$ cat config.mk
export PLATFORM = sky130hd
export DESIGN_NAME = ex_muldiv_ctrl
export DESIGN_NICKNAME = d
export VERILOG_FILES = /design/src/rtl/ex_muldiv_ctrl.sv
export SDC_FILE = /design/constraint.sdc
export NUM_CORES = 1
export LEC_CHECK = 0
export BUFFER_PORTS_ARGS = -buffer_cell sky130_fd_sc_hd__buf_2
export CORE_ASPECT_RATIO = 2
export CORE_UTILIZATION = 25
export DETAILED_ROUTE_END_ITERATION = 16
export SLEW_MARGIN = 20
export SYNTH_ARGS = -nofsm -noshare
export SYNTH_HDL_FRONTEND = slang
export SYNTH_SLANG_ARGS = --single-unit
export TNS_END_PERCENT = 50
$ cat constraint.sdc
create_clock -name clk -period 8.1 [get_ports clk]
set_input_delay 0.405 -clock clk [delete_from_list [all_inputs] [get_ports clk]]
set_output_delay 0.405 -clock clk [all_outputs]
set_load 0.02 [all_outputs]
$ cat src/rtl/ex_muldiv_ctrl.sv
// ex_muldiv_ctrl: iterative 32-cycle multiply/divide sequencer beside the EX-stage ALU.
// Ports:
//   clk, rst_n         clock, asynchronous active-low reset
//   start, op[1:0]     request (IDLE only); 00 MULT, 01 MULTU, 10 DIV, 11 DIVU
//   a[31:0], b[31:0]   multiplicand/dividend, multiplier/divisor
//   flush              abort current or pending operation
//   stall, busy, done  pipeline hold, FSM active, one-cycle result strobe
//   hi[31:0], lo[31:0] product high/low or remainder/quotient
//   div_zero           last completed op was a divide by zero
// Build option: define MULDIV_DIV_EN to build the divide datapath; otherwise
// divide ops complete immediately with hi = lo = 0 and div_zero = 1.
module ex_muldiv_ctrl (
  input  logic        clk,
  input  logic        rst_n,
  input  logic        start,
  input  logic [1:0]  op,
  input  logic [31:0] a,
  input  logic [31:0] b,
  input  logic        flush,
  output logic        stall,
  output logic        busy,
  output logic        done,
  output logic [31:0] hi,
  output logic [31:0] lo,
  output logic        div_zero
);
  localparam logic [2:0] IDLE = 3'd0, PREP = 3'd1, CALC = 3'd2, FIX = 3'd3, DONE = 3'd4;
  logic [2:0]  state_q, state_d;
  logic [31:0] a_q, a_d, b_q, b_d, hi_q, hi_d, lo_q, lo_d;
  logic [63:0] acc_q, acc_d, prod_fix;
  logic [4:0]  cnt_q, cnt_d;
  logic        sgn_q, sgn_d, neg_q, neg_d, dz_q, dz_d;
  logic [32:0] msum;
  assign busy     = (state_q == PREP) | (state_q == CALC) | (state_q == FIX);
  assign stall    = busy | ((state_q == IDLE) & start & ~flush);
  assign done     = state_q == DONE;
  assign hi       = hi_q;
  assign lo       = lo_q;
  assign div_zero = dz_q;
  // Multiply: acc holds {partial high, product bits shifted in from the top}; b_q shifts right.
  assign msum     = {1'b0, acc_q[63:32]} + {1'b0, b_q[0] ? a_q : 32'd0};
  assign prod_fix = neg_q ? -acc_q : acc_q;
`ifdef MULDIV_DIV_EN
  logic        div_q, div_d, nrem_q, nrem_d;
  logic [33:0] diff;
  // Divide: partial remainder in acc[63:32], quotient bits shift into acc[31:0],
  // dividend bits feed from the top of a_q. diff[33] set means the trial subtract borrowed.
  assign diff = {1'b0, acc_q[63:32], a_q[31]} - {2'b0, b_q};
`endif
  always_comb begin
    state_d = state_q;
    a_d     = a_q;
    b_d     = b_q;
    acc_d   = acc_q;
    cnt_d   = cnt_q;
    sgn_d   = sgn_q;
    neg_d   = neg_q;
    hi_d    = hi_q;
    lo_d    = lo_q;
    dz_d    = dz_q;
`ifdef MULDIV_DIV_EN
    div_d   = div_q;
    nrem_d  = nrem_q;
`endif
    if (flush) state_d = IDLE;
    else case (state_q)
      IDLE: if (start) begin
        a_d   = a;
        b_d   = b;
        sgn_d = ~op[0];
`ifdef MULDIV_DIV_EN
        div_d = op[1];
        if (op[1] && b == 32'd0) begin
          state_d = DONE;
          hi_d    = a;
          lo_d    = '1;
          dz_d    = 1'b1;
        end else state_d = PREP;
`else
        if (op[1]) begin
          state_d = DONE;
          hi_d    = 32'd0;
          lo_d    = 32'd0;
          dz_d    = 1'b1;
        end else state_d = PREP;
`endif
      end
      PREP: begin
        a_d     = (sgn_q & a_q[31]) ? -a_q : a_q;
        b_d     = (sgn_q & b_q[31]) ? -b_q : b_q;
        neg_d   = sgn_q & (a_q[31] ^ b_q[31]);
`ifdef MULDIV_DIV_EN
        nrem_d  = sgn_q & a_q[31];
`endif
        acc_d   = 64'd0;
        cnt_d   = 5'd0;
        state_d = CALC;
      end
      CALC: begin
        cnt_d   = cnt_q + 5'd1;
        state_d = (cnt_q == 5'd31) ? FIX : CALC;
`ifdef MULDIV_DIV_EN
        if (div_q) begin
          a_d   = a_q << 1;
          acc_d = {diff[33] ? {acc_q[62:32], a_q[31]} : diff[31:0], acc_q[30:0], ~diff[33]};
        end else begin
          acc_d = {msum, acc_q[31:1]};
          b_d   = b_q >> 1;
        end
`else
        acc_d = {msum, acc_q[31:1]};
        b_d   = b_q >> 1;
`endif
      end
      FIX: begin
        state_d = DONE;
        dz_d    = 1'b0;
`ifdef MULDIV_DIV_EN
        // Quotient and remainder carry independent signs.
        if (div_q) begin
          lo_d = neg_q ? -acc_q[31:0] : acc_q[31:0];
          hi_d = nrem_q ? -acc_q[63:32] : acc_q[63:32];
        end else {hi_d, lo_d} = prod_fix;
`else
        {hi_d, lo_d} = prod_fix;
`endif
      end
      default: state_d = IDLE;
    endcase
  end
  always_ff @(posedge clk or negedge rst_n) begin
    if (!rst_n) begin
      state_q <= IDLE;
      a_q     <= 32'd0;
      b_q     <= 32'd0;
      acc_q   <= 64'd0;
      cnt_q   <= 5'd0;
      sgn_q   <= 1'b0;
      neg_q   <= 1'b0;
      hi_q    <= 32'd0;
      lo_q    <= 32'd0;
      dz_q    <= 1'b0;
    end else begin
      state_q <= state_d;
      a_q     <= a_d;
      b_q     <= b_d;
      acc_q   <= acc_d;
      cnt_q   <= cnt_d;
      sgn_q   <= sgn_d;
      neg_q   <= neg_d;
      hi_q    <= hi_d;
      lo_q    <= lo_d;
      dz_q    <= dz_d;
    end
  end
`ifdef MULDIV_DIV_EN
  always_ff @(posedge clk or negedge rst_n) begin
    if (!rst_n) begin
      div_q  <= 1'b0;
      nrem_q <= 1'b0;
    end else begin
      div_q  <= div_d;
      nrem_q <= nrem_d;
    end
  end
`endif
endmodule

Word level (Yosys, flattened, before mapping)
Index checks and enable logic that the tools add are counted.
{ "classes": {"eq_ne": 10, "mux": 22, "add_sub_neg": 5, "bitwise": 11, "reduce_logical": 11} }
{ "op_table": {"columns": ["operator", "n"], "rows": [
  ["$mux W32", 7],
  ["$pmux W32 S2", 3],
  ["$pmux W64 S2", 1],
  ["$pmux W32 S3", 1],
  ["$mux W64", 1],
  ["$neg A32 Y32", 2],
  ["$neg A64 Y64", 1],
  ["$add A32 B32 Y33", 1],
  ["$pmux W3 S4", 1],
  ["$reduce_and A4 Y1", 3],
  ["$pmux W5 S2", 1],
  ["$mux W3", 3],
  ["$eq A3 B2 Y1 const B", 2],
  ["$reduce_bool A2 Y1", 3],
  ["$add A5 B1 Y5 const B", 1],
  ["$and A1 B1 Y1", 5],
  ["$eq A5 B5 Y1 const B", 1],
  ["$ne A2 B1 Y1 const B", 2],
  ["$ne A2 B2 Y1 const B", 2],
  ["$reduce_and A2 Y1", 2],
  ["$eq A3 B1 Y1 const B", 1],
  ["$eq A3 B3 Y1 const B", 1],
  ["$logic_not A3 Y1", 1],
  ["$mux W1", 3],
  ["7 further kinds", 10]
]} }
{ "totals": {"input_bits": 70, "regBits": 203, "output_inout_bits": 68, "elab_cells": 69} }

Longest topological paths before layout
Gate-level depths: netlist of run 1.
{ "logic_depth": {"ltp_word": 4, "depth_mapped": 13, "ltp_nobuf": 13} }

Worst setup path after synthesis of run 1
OpenSTA, ideal clock, no wires.
{ "synth_timing": {"kind": "register to register", "startpoint": "reg acc_q[8]", "endpoint": "reg hi_q[31] (netlist: hi[31])", "path_buffers": 0, "setup_ns": 0.127, "required_time_ns": 7.973, "period_less_slack_ns": 3.044, "slack_ns": 5.056, "stages_incl_launch_ff": 9, "t_arrival_ns": 2.917, "cell_sequence": "dfrtp_1 or4_4 or2_1 or4_4 or3_4 or4_4 a21oi_2 xor2_1 o21ai_1"} }
{ "synth_between": {"elab_chain_len": 3} }
{ "synth_lines": {"columns": ["element", "line_no", "source"], "rows": [
  ["start: declaration", "30", "logic [63:0] acc_q, acc_d, prod_fix;"],
  ["start signal: assignment", "136", "acc_q <= 64'd0;"],
  ["start signal: assignment", "147", "acc_q <= acc_d;"],
  ["$neg A64 Y64", "42", "assign prod_fix = neg_q ? -acc_q : acc_q;"],
  ["$mux W64", "42", null],
  ["$pmux W32 S2", "66", "else case (state_q)"],
  ["end signal: assignment", "151", "hi_q <= hi_d;"],
  ["end: declaration", "29", "logic [31:0] a_q, a_d, b_q, b_d, hi_q, hi_d, lo_q, lo_d;"]
]} }
Every way passes these cells.
A chain may end at the register's enable or synchronous reset.

Final worst setup path of run 1
{ "layout_timing": {"startpoint": "reg b_q[0]", "endpoint": "reg acc_q[43]"} }
{ "layout_between": {"elab_chain_len": 3} }
{ "layout_lines": {"columns": ["element", "line_no", "source"], "rows": [
  ["start: declaration", "29", null],
  ["start signal: assignment", "135", "b_q <= 32'd0;"],
  ["start signal: assignment", "146", "b_q <= b_d;"],
  ["$mux W32", "41", "assign msum = {1'b0, acc_q[63:32]} + {1'b0, b_q[0] ? a_q : 32'd0};"],
  ["$add A32 B32 Y33", "41", null],
  ["$pmux W64 S2", "66", null]
]} }
Every way passes these cells.

==> results of run 1 <==
==> through the flow <==
stage / utilization (%) / std cells
2_1_floorplan: - / 1430
3_3_place_gp: 27.80 / 2132
3_5_place_dp: 27.80 / 2132
4_1_cts: 29.19 / 2169
5_1_grt: 29.22 / 2169
6_report: 29.22 / 2170
==> flip-flops by register name (all words and copies together) (netlist names) <==
name and count:
a_q 32, cnt_q 5, hi 32, b_q 32, acc_q 64, sgn_q 1, lo 32, div_zero 1
state_q 3, neg_q 1
==> metal layers <==
| layer | wire length, µm | track usage [%] | up-vias |
|---|---|---|---|
| met5 | 86 | 0 | - |
| met4 | 1332 | 6.075 | 16 |
| met3 | 1753 | 2.361 | 84 |
| met2 | 20270 | 28.59 | 264 |
| met1 | 14680 | 16.61 | 5416 |
| li1 | - | - | 5422 |
==> cells by family after synthesis <==
group	Yosys count
muxes	2
xor gates and xnor gates	90
and+or+nand+nor	515
buffers and inverters	122
AOI/OAI and AO/OA	460
DFF	203
adders and majority gates	38
==> worst max-delay path, cell delays in order, from the launching register on <==
cell and delay (ps):
dfrtp_1 830, inv_1 200, nor2_1 160, ha_1 200, inv_1 70, fa_1 400
nor2b_1 180, o2111ai_1 250, a21boi_0 390, a31oi_1 130, o21ai_0 280, a21oi_1 130
or4b_2 610, nand3_1 100
==> power breakdown <==
group	leakage, nW	internal (mW)	total [mW]	switching [mW]
combinational	3.36	0.530	1.36	0.827
clock	0.335	0.558	0.978	0.419
sequential	2.70	1.17	1.42	0.244
total	6.40	2.26	3.75	1.49
==> final timing paths <==
| check | start | endpoint | slack (ps) |
|---|---|---|---|
| min in group asynchronous | rst_n | b_q[19] | 430 |
| worst max register to register | b_q[0] | acc_q[43] | 4090 |
| worst max-delay path | b_q[0] | acc_q[43] | 4090 |
| worst min-delay path | a[0] | a_q[0] | 110 |
| worst min register to register | lo[24] | lo[24] | 480 |
| max in group asynchronous | rst_n | acc_q[27] | 6210 |
==> area by class of cell <==
type	count	area, µm²
Fill cell	5142	34730
Antenna cell	1	2.502
Sequential cell	203	5080
Tap cell	643	804.5
Inverter	31	116.4
Multi-Input combinational cell	1105	6860
Clock inverter	8	101.3
Clock buffer	28	570.5
Timing Repair Buffer	151	802.0
==> layout by cell type, fill, tap and decap left out, types with 33 or more instances in the layout <==
cell and count:
nor2_1 47, a22o_1 33, a21oi_1 55, dfrtp_1 203, buf_2 136, and2_1 33
nor3_1 68, ha_1 37, xor2_1 67, nand2_1 198, o21ai_0 201
==> impl_metrics.json, run 1 <==
{
  "run_status": "finished, final reports clean",
  "place_area_um2": 13640,
  "gp_congestion": 0.8806,
  "fin_ws_ps": 4088,
  "wl_per_cell_um": 17.57,
  "clk_path_buf_depth": 3,
  "synth_flop_cell": "dfrtp_1",
  "netlist_area_um2": 12390,
  "slew_viol_final": 0,
  "syn2layout_area_growth_pct": 15.72,
  "synth-xor-area-share_pct": 6.362,
  "layout_min_cycle_time_ps": 4012,
  "ff2ff_path_depth": 13,
  "yosysUniqueCellTypes": 70,
  "fin_crit_sh_pct": 49.53,
  "pre_cts_ws_ps": 4103,
  "drc_errors": 0,
  "fin_total_pwr_mw": 3.750,
  "hold_viol_final": 0,
  "root_buffer": "clkbuf_16",
  "die_h_um": 316.8,
  "ir_drop_mv": 0.1415,
  "finalSetupViolCount": 0,
  "ioPinCount": 138,
  "cts_max_level": 1,
  "drt-pass1-iter-count": 5,
  "synthArstFlopShare_pct": 100.0,
  "syn_nets": 1538,
  "p_per_area_nw_per_um2": 261.6,
  "tns_ps": 0,
  "fp.coreArea_um2": 49070,
  "io_buffer_count": 137,
  "synth_common_cells": "dfrtp_1, o21ai_0, nand2_1",
  "hold_path_class": "in2reg",
  "endpoint_kind": "flop",
  "synth_area_leaders": "dfrtp_1, o21ai_0, nand2_1",
  "postCtsHoldBufs": 1,
  "ys_ff_latch": 203,
  "track_usage_pct": 15.07,
  "synth_compound_area_share_pct": 23.84,
  "total_leakage_power_nw": 6.397,
  "synth_edf_count": 0,
  "drive_gt1_share_pct": 14.22,
  "synth_top_family_by_area": "compound AO/OA/AOI/OAI gates",
  "synthMuxAreaShare_pct": 0.1616,
  "synthAdderAreaFrac_pct": 3.898,
  "seq_area_frac_synth_pct": 41.00,
  "start_util_pct": 25.25,
  "clock_skew_ps": 13.15,
  "synthSimpleGateAreaFrac_pct": 20.77,
  "path_clk_slew_ps": 70,
  "vias_per_cell": 5.162,
  "vias": 11200,
  "cp_data_required_time_ps": 8550,
  "synth_top_area_share_pct": 41.00,
  "cp_max_fo": 33,
  "holdWs_ps": 112.6,
  "grt-ovfl-total": 0,
  "clock_sinks": 203,
  "synthCells": 1430,
  "critical_path_class": "reg2reg",
  "die_area_um2": 50510,
  "yosysMostFrequentCell": "dfrtp_1",
  "cts_tree": "done",
  "grt_max_degree": 73,
  "yosysTopAreaCell": "dfrtp_1",
  "rsz0062_at_grt": "false",
  "hold_depth": 3,
  "clkLatencyLatePin_ps": 520,
  "slew_headroom_pct": 28.55,
  "cts_resized": 0,
  "antenna_found_initial": 8,
  "fin_nets": 1620,
  "max_freq_mhz": 249.2,
  "ant_nets": 0,
  "grt_pass1_wl_um": 61470,
  "post_cts_buffers": 0,
  "worst-slew-pin-transition_ps": 1072,
  "yosysWarnings": 0,
  "rows": 115,
  "first_global_vias": 11100,
  "cp-start-kind": "flop",
  "crit_arrival_ps": 4460,
  "drv_cap": 0,
  "die_x_um": 159.4,
  "drt_iter0_drc": 707,
  "dp_hpwl_um": 28690,
  "wirelength_um": 38120,
  "cts_made_buffers": 20,
  "final_cell_area_um2": 14340,
  "syn_area_per_cell_um2": 8.664
}
Note: power is estimated with default switching activity, not from simulation.
==> run 2, diff against run 1 <==
==> constraint.sdc (replaced) <==
create_clock -name clk -period 3.9 [get_ports clk]
set_input_delay 0.195 -clock clk [delete_from_list [all_inputs] [get_ports clk]]
set_output_delay 0.195 -clock clk [all_outputs]
set_load 0.02 [all_outputs]
==> run 2 against run 1 <==
Clock skew about the same. Sequential power is 110% higher. Flip-flop and latch count unchanged. Die area did not move. Sequential share of layout area down 1.4 points. Largest cell class unchanged. Highest routed layer is now met4. Worst hold slack lost 100 ps. Non-clock buffer count up 62. Critical path depth stayed put. Combinational power up 120%. Count of clock-buffer cells in the layout is 2 higher.
==> impl_metrics.json, run 2 (synthesis gave the netlist of run 1 again) <==
{
  "drive_gt1_share_pct": 14.41,
  "slew_viol_final": 0,
  "cp_data_required_time_ps": 4360,
  "worst-slew-pin-transition_ps": 916.5,
  "clkLatencyLatePin_ps": 530,
  "total_leakage_power_nw": 6.666,
  "drc_errors": 0,
  "cts_made_buffers": 21,
  "wl_met3_um": 1444,
  "place_area_um2": 13770,
  "endpoint": "acc_q[43]",
  "critical_path_class": "reg2reg",
  "wl_per_cell_um": 17.50,
  "ir_drop_mv": 0.2349,
  "final_cell_mix": "dfrtp_1, o21ai_0, nand2_1",
  "io_buffer_count": 137,
  "top_layer": "met4",
  "ioPinCount": 138,
  "clock_skew_ps": 12.84,
  "diodes": 0,
  "clock_sinks": 203,
  "rows": 115,
  "reg2reg_to": "acc_q[43]",
  "p_seq_share_pct": 37.4,
  "run_status": "finished, final reports clean",
  "layout_min_cycle_time_ps": 3368,
  "die_h_um": 316.8,
  "regMostFlops": "acc_q",
  "die_area_um2": 50510,
  "vias_per_cell": 5.121,
  "cp-start-kind": "flop",
  "power_frac_clock_pct": 25.3,
  "largest_reg_flops": 64,
  "p_int_mw": 4.686,
  "max_freq_mhz": 296.9,
  "switching_power_mw": 3.165,
  "first_global_vias": 11600,
  "layout_commonest_cell": "dfrtp_1",
  "start_util_pct": 25.25,
  "rsz0062_at_grt": "false",
  "fin_crit_sh_pct": 86.35,
  "drv_cap": 0,
  "path_clk_slew_ps": 70,
  "grt_max_degree": 103,
  "drt-pass1-iter-count": 5,
  "ff2ff_path_depth": 13,
  "gp_congestion": 0.8543,
  "tns_ps": 0,
  "fin_nets": 1683,
  "final_cell_area_um2": 14930,
  "hold_viol_final": 0,
  "rrSetupSlack_ps": 530,
  "wirelength_um": 39060,
  "track_usage_pct": 15.31,
  "finalSetupViolCount": 0,
  "hold_path_class": "in2reg",
  "ant_nets": 0,
  "clk_path_buf_depth": 3,
  "die_x_um": 159.4,
  "endpoint_kind": "flop",
  "crit_arrival_ps": 3830,
  "antenna_found_initial": 0,
  "grt_pass1_wl_um": 62590,
  "fp.coreArea_um2": 49070,
  "cts_tree": "done",
  "comb_power_share_pct": 37.4,
  "drt-met1-wl_um": 15170,
  "slew_headroom_pct": 38.75,
  "cp_max_fo": 4,
  "dp_hpwl_um": 29620,
  "route.met2.wl_um": 20820,
  "syn2layout_area_growth_pct": 20.50,
  "p_sw_share_pct": 40.31,
  "grt-ovfl-total": 0,
  "crit_path_start": "b_q[0]",
  "drt_iter0_drc": 465,
  "p_per_area_nw_per_um2": 525.9,
  "root_buffer": "clkbuf_16",
  "vias": 11430,
  "r2r_start": "b_q[0]",
  "cts_max_level": 1
}
[run 2: cell count changes in the layout (fill, tap and decap cells not counted), sizes merged]
cell,before,now
inv,31,33
dlygate4sd3,1,51
buf,149,161
clkinv,6,5
clkbuf,29,31
diode,1,0
bufinv,2,0
[run 2: critical path, cell delays in order (launching register included)]
cell and delay, ps:
dfrtp_1 380, inv_1 100, nor2_1 110, ha_1 200
inv_1 60, fa_1 400, nor2b_1 170, o2111ai_1 230
a21boi_0 370, a31oi_1 120, o21ai_0 300, a21oi_1 140
or4b_2 610, nand3_1 110
[run 2: power groups by stage]
stage               combinational [mW]  clock, mW  sequential, mW
floorplan                         2.12          0            2.81
global placement                  2.86          0            2.95
detailed placement                2.90          0            2.97
CTS                               2.95       2.04            2.93
global route                      3.28       2.11            2.99
finish                            2.94       1.98            2.93
[run 2: area by class of cell]
type,count,area (µm²)
fillers,5159,34140
multi-input cells,1105,6849
flip-flops and latches,203,5080
repair buffers,213,1430
well taps,643,804.5
clock buffers,30,599.3
inverters,31,116.4
clock inverters,7,50.05
[run 2: worst min path at each step]
stage | start | endpoint | slack (ps) | cells after the start
5_1_grt | b[7] | b_q[7] | 20 | 3
6_report | b[0] | b_q[0] | 10 | 3
2_1_floorplan | rst_n | a_q[0] | -100 | 0
3_3_place_gp | rst_n | b_q[19] | 370 | 1
4_1_cts | b[0] | b_q[0] | 3 | 3
3_5_place_dp | rst_n | b_q[19] | 370 | 1
[run 2: per-stage QoR]
step / hold WS, ps / total power, mW / utilization [%] / cells / setup slack [ps]
floorplan: -100.6 / 4.925 / - / 1430 / 856.0
global placement: 367.0 / 5.810 / 28.06 / 2144 / 635.0
detailed placement: 374.9 / 5.873 / 28.06 / 2144 / 568.7
CTS: 2.637 / 7.923 / 30.43 / 2232 / 542.3
global route: 15.35 / 8.381 / 30.43 / 2232 / 319.9
finish: 9.646 / 7.851 / 30.43 / 2232 / 532.4
[run 2: metal layers]
layer  global-route usage [%]  up-vias
li1                         -     5537
met1                    16.57     5549
met2                    29.34      267
met3                    1.761       77
met4                    7.430        0
met5                        0        -
[run 2: timing repair]
action	in CTS	in global routing
setup buffers	0	0
hold buffers	51	0
endpoints found under the hold margin	151	0
resized for setup	0	0
==> run 3, diff against run 2 <==
--- a/config.mk
+++ b/config.mk
@@ -7,6 +7,7 @@
 export LEC_CHECK = 0
 export BUFFER_PORTS_ARGS = -buffer_cell sky130_fd_sc_hd__buf_2
 export CORE_ASPECT_RATIO = 2
+export CORE_MARGIN = 5
 export CORE_UTILIZATION = 25
 export DETAILED_ROUTE_END_ITERATION = 16
 export SLEW_MARGIN = 20
==> run 3 against run 2 <==
Register-to-register slack about the same. Core utilization shrank 0.14 points. Sequential share of layout area increased by 0.057 points. Die area rose by 7.7%. Final cell count decreased by 0.27%. Sequential power is essentially flat. Final area is 0.17% lower. Fmax down 0.39%. Largest cell class unchanged. Largest power group is now sequential cells.
==> impl_metrics.json, run 3 (synthesis gave the netlist of run 1 again) <==
{
  "cts_made_buffers": 20,
  "total_leakage_power_nw": 6.655,
  "die_h_um": 324.8,
  "drc_errors": 0,
  "final_cell_mix": "dfrtp_1, o21ai_0, nand2_1",
  "wl_per_cell_um": 17.74,
  "p_seq_share_pct": 37.3,
  "grt_pass1_wl_um": 63100,
  "largest_reg_flops": 64,
  "root_buffer": "clkbuf_16",
  "p_int_mw": 4.789,
  "tns_ps": 0,
  "reg2reg_to": "hi[24]",
  "rsz0062_at_grt": "false",
  "cts_max_level": 1,
  "ioPinCount": 138,
  "track_usage_pct": 14.06,
  "grt-ovfl-total": 0,
  "grt_max_degree": 100,
  "ir_drop_mv": 0.2843,
  "slew_viol_final": 0,
  "fin_crit_sh_pct": 86.69,
  "critical_path_class": "reg2reg",
  "clock_skew_ps": 27.63,
  "cp_data_required_time_ps": 4260,
  "cts_resized": 0,
  "clkLatencyLatePin_ps": 520,
  "p_per_area_nw_per_um2": 532.9,
  "ff2ff_path_depth": 8,
  "cp-start-kind": "flop",
  "crit_arrival_ps": 3740,
  "io_buffer_count": 137,
  "clk_path_buf_depth": 3,
  "postCtsHoldBufs": 44,
  "first_global_vias": 11520,
  "crit_top_cell": "o21ai_0",
  "drv_cap": 0,
  "clock_sinks": 203,
  "drive_gt1_share_pct": 14.79,
  "gp_congestion": 0.8686,
  "run_status": "finished, final reports clean",
  "start_util_pct": 25.18,
  "path_clk_slew_ps": 70,
  "drt-pass1-iter-count": 5,
  "fin_total_pwr_mw": 7.942,
  "rrSetupSlack_ps": 520,
  "endpoint_kind": "flop",
  "cp_slowest_stage_delay_ps": 580,
  "die_area_um2": 54380,
  "nFillCells": 5227,
  "vias_per_cell": 5.105,
  "final_util_pct": 30.29,
  "dp_hpwl_um": 30170,
  "place_area_um2": 13760,
  "worst_path_max_delay_cell": "or4_4",
  "final_cell_area_um2": 14900,
  "fin_nets": 1676,
  "p_sw_share_pct": 39.71,
  "comb_power_share_pct": 36.7,
  "ant_nets": 0,
  "switching_power_mw": 3.153,
  "hold_depth": 3,
  "power_frac_clock_pct": 26.0,
  "hold_viol_final": 0,
  "rows": 115,
  "min_from": "a[22]",
  "fp.coreArea_um2": 49210,
  "drt_iter0_drc": 597,
  "antenna_found_initial": 1,
  "post_cts_buffers": 0,
  "slew_headroom_pct": 25.91,
  "die_x_um": 167.4,
  "max_freq_mhz": 295.8,
  "vias": 11360,
  "cts_tree": "done",
  "syn2layout_area_growth_pct": 20.30,
  "worst-slew-pin-transition_ps": 1111,
  "hold_end": "a_q[22]",
  "wirelength_um": 39480,
  "finalSetupViolCount": 0,
  "hold_path_class": "in2reg",
  "layout_min_cycle_time_ps": 3381,
  "layout_commonest_cell": "dfrtp_1",
  "crit_chain": "or4_4 > nor4_1 > nand4_1 > or2_2 > or3_1 > o21ai_0 > xor2_1 > o21ai_0",
  "r2r_start": "acc_q[8]",
  "regMostFlops": "acc_q",
  "cp_max_fo": 6
}
run 3: cell types whose count changed in the layout (fill, tap and decap cells not counted), sizes merged:
| cell | change |
|---|---|
| buf | +1 |
| bufinv | +2 |
| clkbuf | -5 |
| clkinv | +1 |
| clkinvlp | +2 |
| diode | +1 |
| dlygate4sd3 | -7 |
| inv | -1 |
run 3: routing by layer:
layer	routed length, µm	part of all wire [%]	track usage [%]	up-vias
li1	-	-	-	5527
met1	15820	40	16.34	5468
met2	20600	52	25.70	284
met3	1226	3.1	1.326	85
met4	1833	4.6	6.569	0
met5	0	0	0	-
run 3: worst max-delay path: cells and delay by family (launching register included):
family | cells | cell delay, ps
simple gates | 5 | 2260
xor+xnor | 1 | 180
compound gates | 2 | 350
flops | 1 | 450
run 3: area by class of cell:
cell class | instances | area, µm² | area share, %
Timing Repair Buffer | 207 | 1355 | 9.092
Sequential cell | 203 | 5080 | 34.08
Clock inverter | 11 | 127.6 | 0.8563
Inverter | 31 | 116.4 | 0.7807
Clock buffer | 25 | 569.3 | 3.820
Antenna cell | 1 | 2.502 | 0.01679
Multi-Input combinational cell | 1105 | 6849 | 45.95
Tap cell | 643 | 804.5 | 5.398
run 3: worst max-delay path by stage:
stage | start | end
after floorplan | acc_q[8] | hi[31]
after global placement | b_q[0] | acc_q[43]
after detailed placement | b_q[0] | acc_q[43]
after CTS | b_q[0] | acc_q[43]
after global routing | b_q[0] | acc_q[43]
final | acc_q[8] | hi[24]
run 3: power by group through the flow:
stage | clock [mW] | combinational, mW | sequential [mW]
floorplan | 0 | 2.12 | 2.81
finish | 2.07 | 2.92 | 2.96
detailed placement | 0 | 2.89 | 2.99
global placement | 0 | 2.83 | 2.98
global route | 2.21 | 3.26 | 3.03
CTS | 2.14 | 2.93 | 2.95
run 3: stage by stage:
stage / hold slack (ps) / worst slack (ps) / instances
final: 2.892 / 519.1 / 2226
after global placement: 312.6 / 623.3 / 2145
after detailed placement: 318.3 / 573.2 / 2145
after global routing: 15.87 / 242.7 / 2226
after floorplan: -100.6 / 856.0 / 1430
after CTS: 0.3981 / 536.0 / 2225
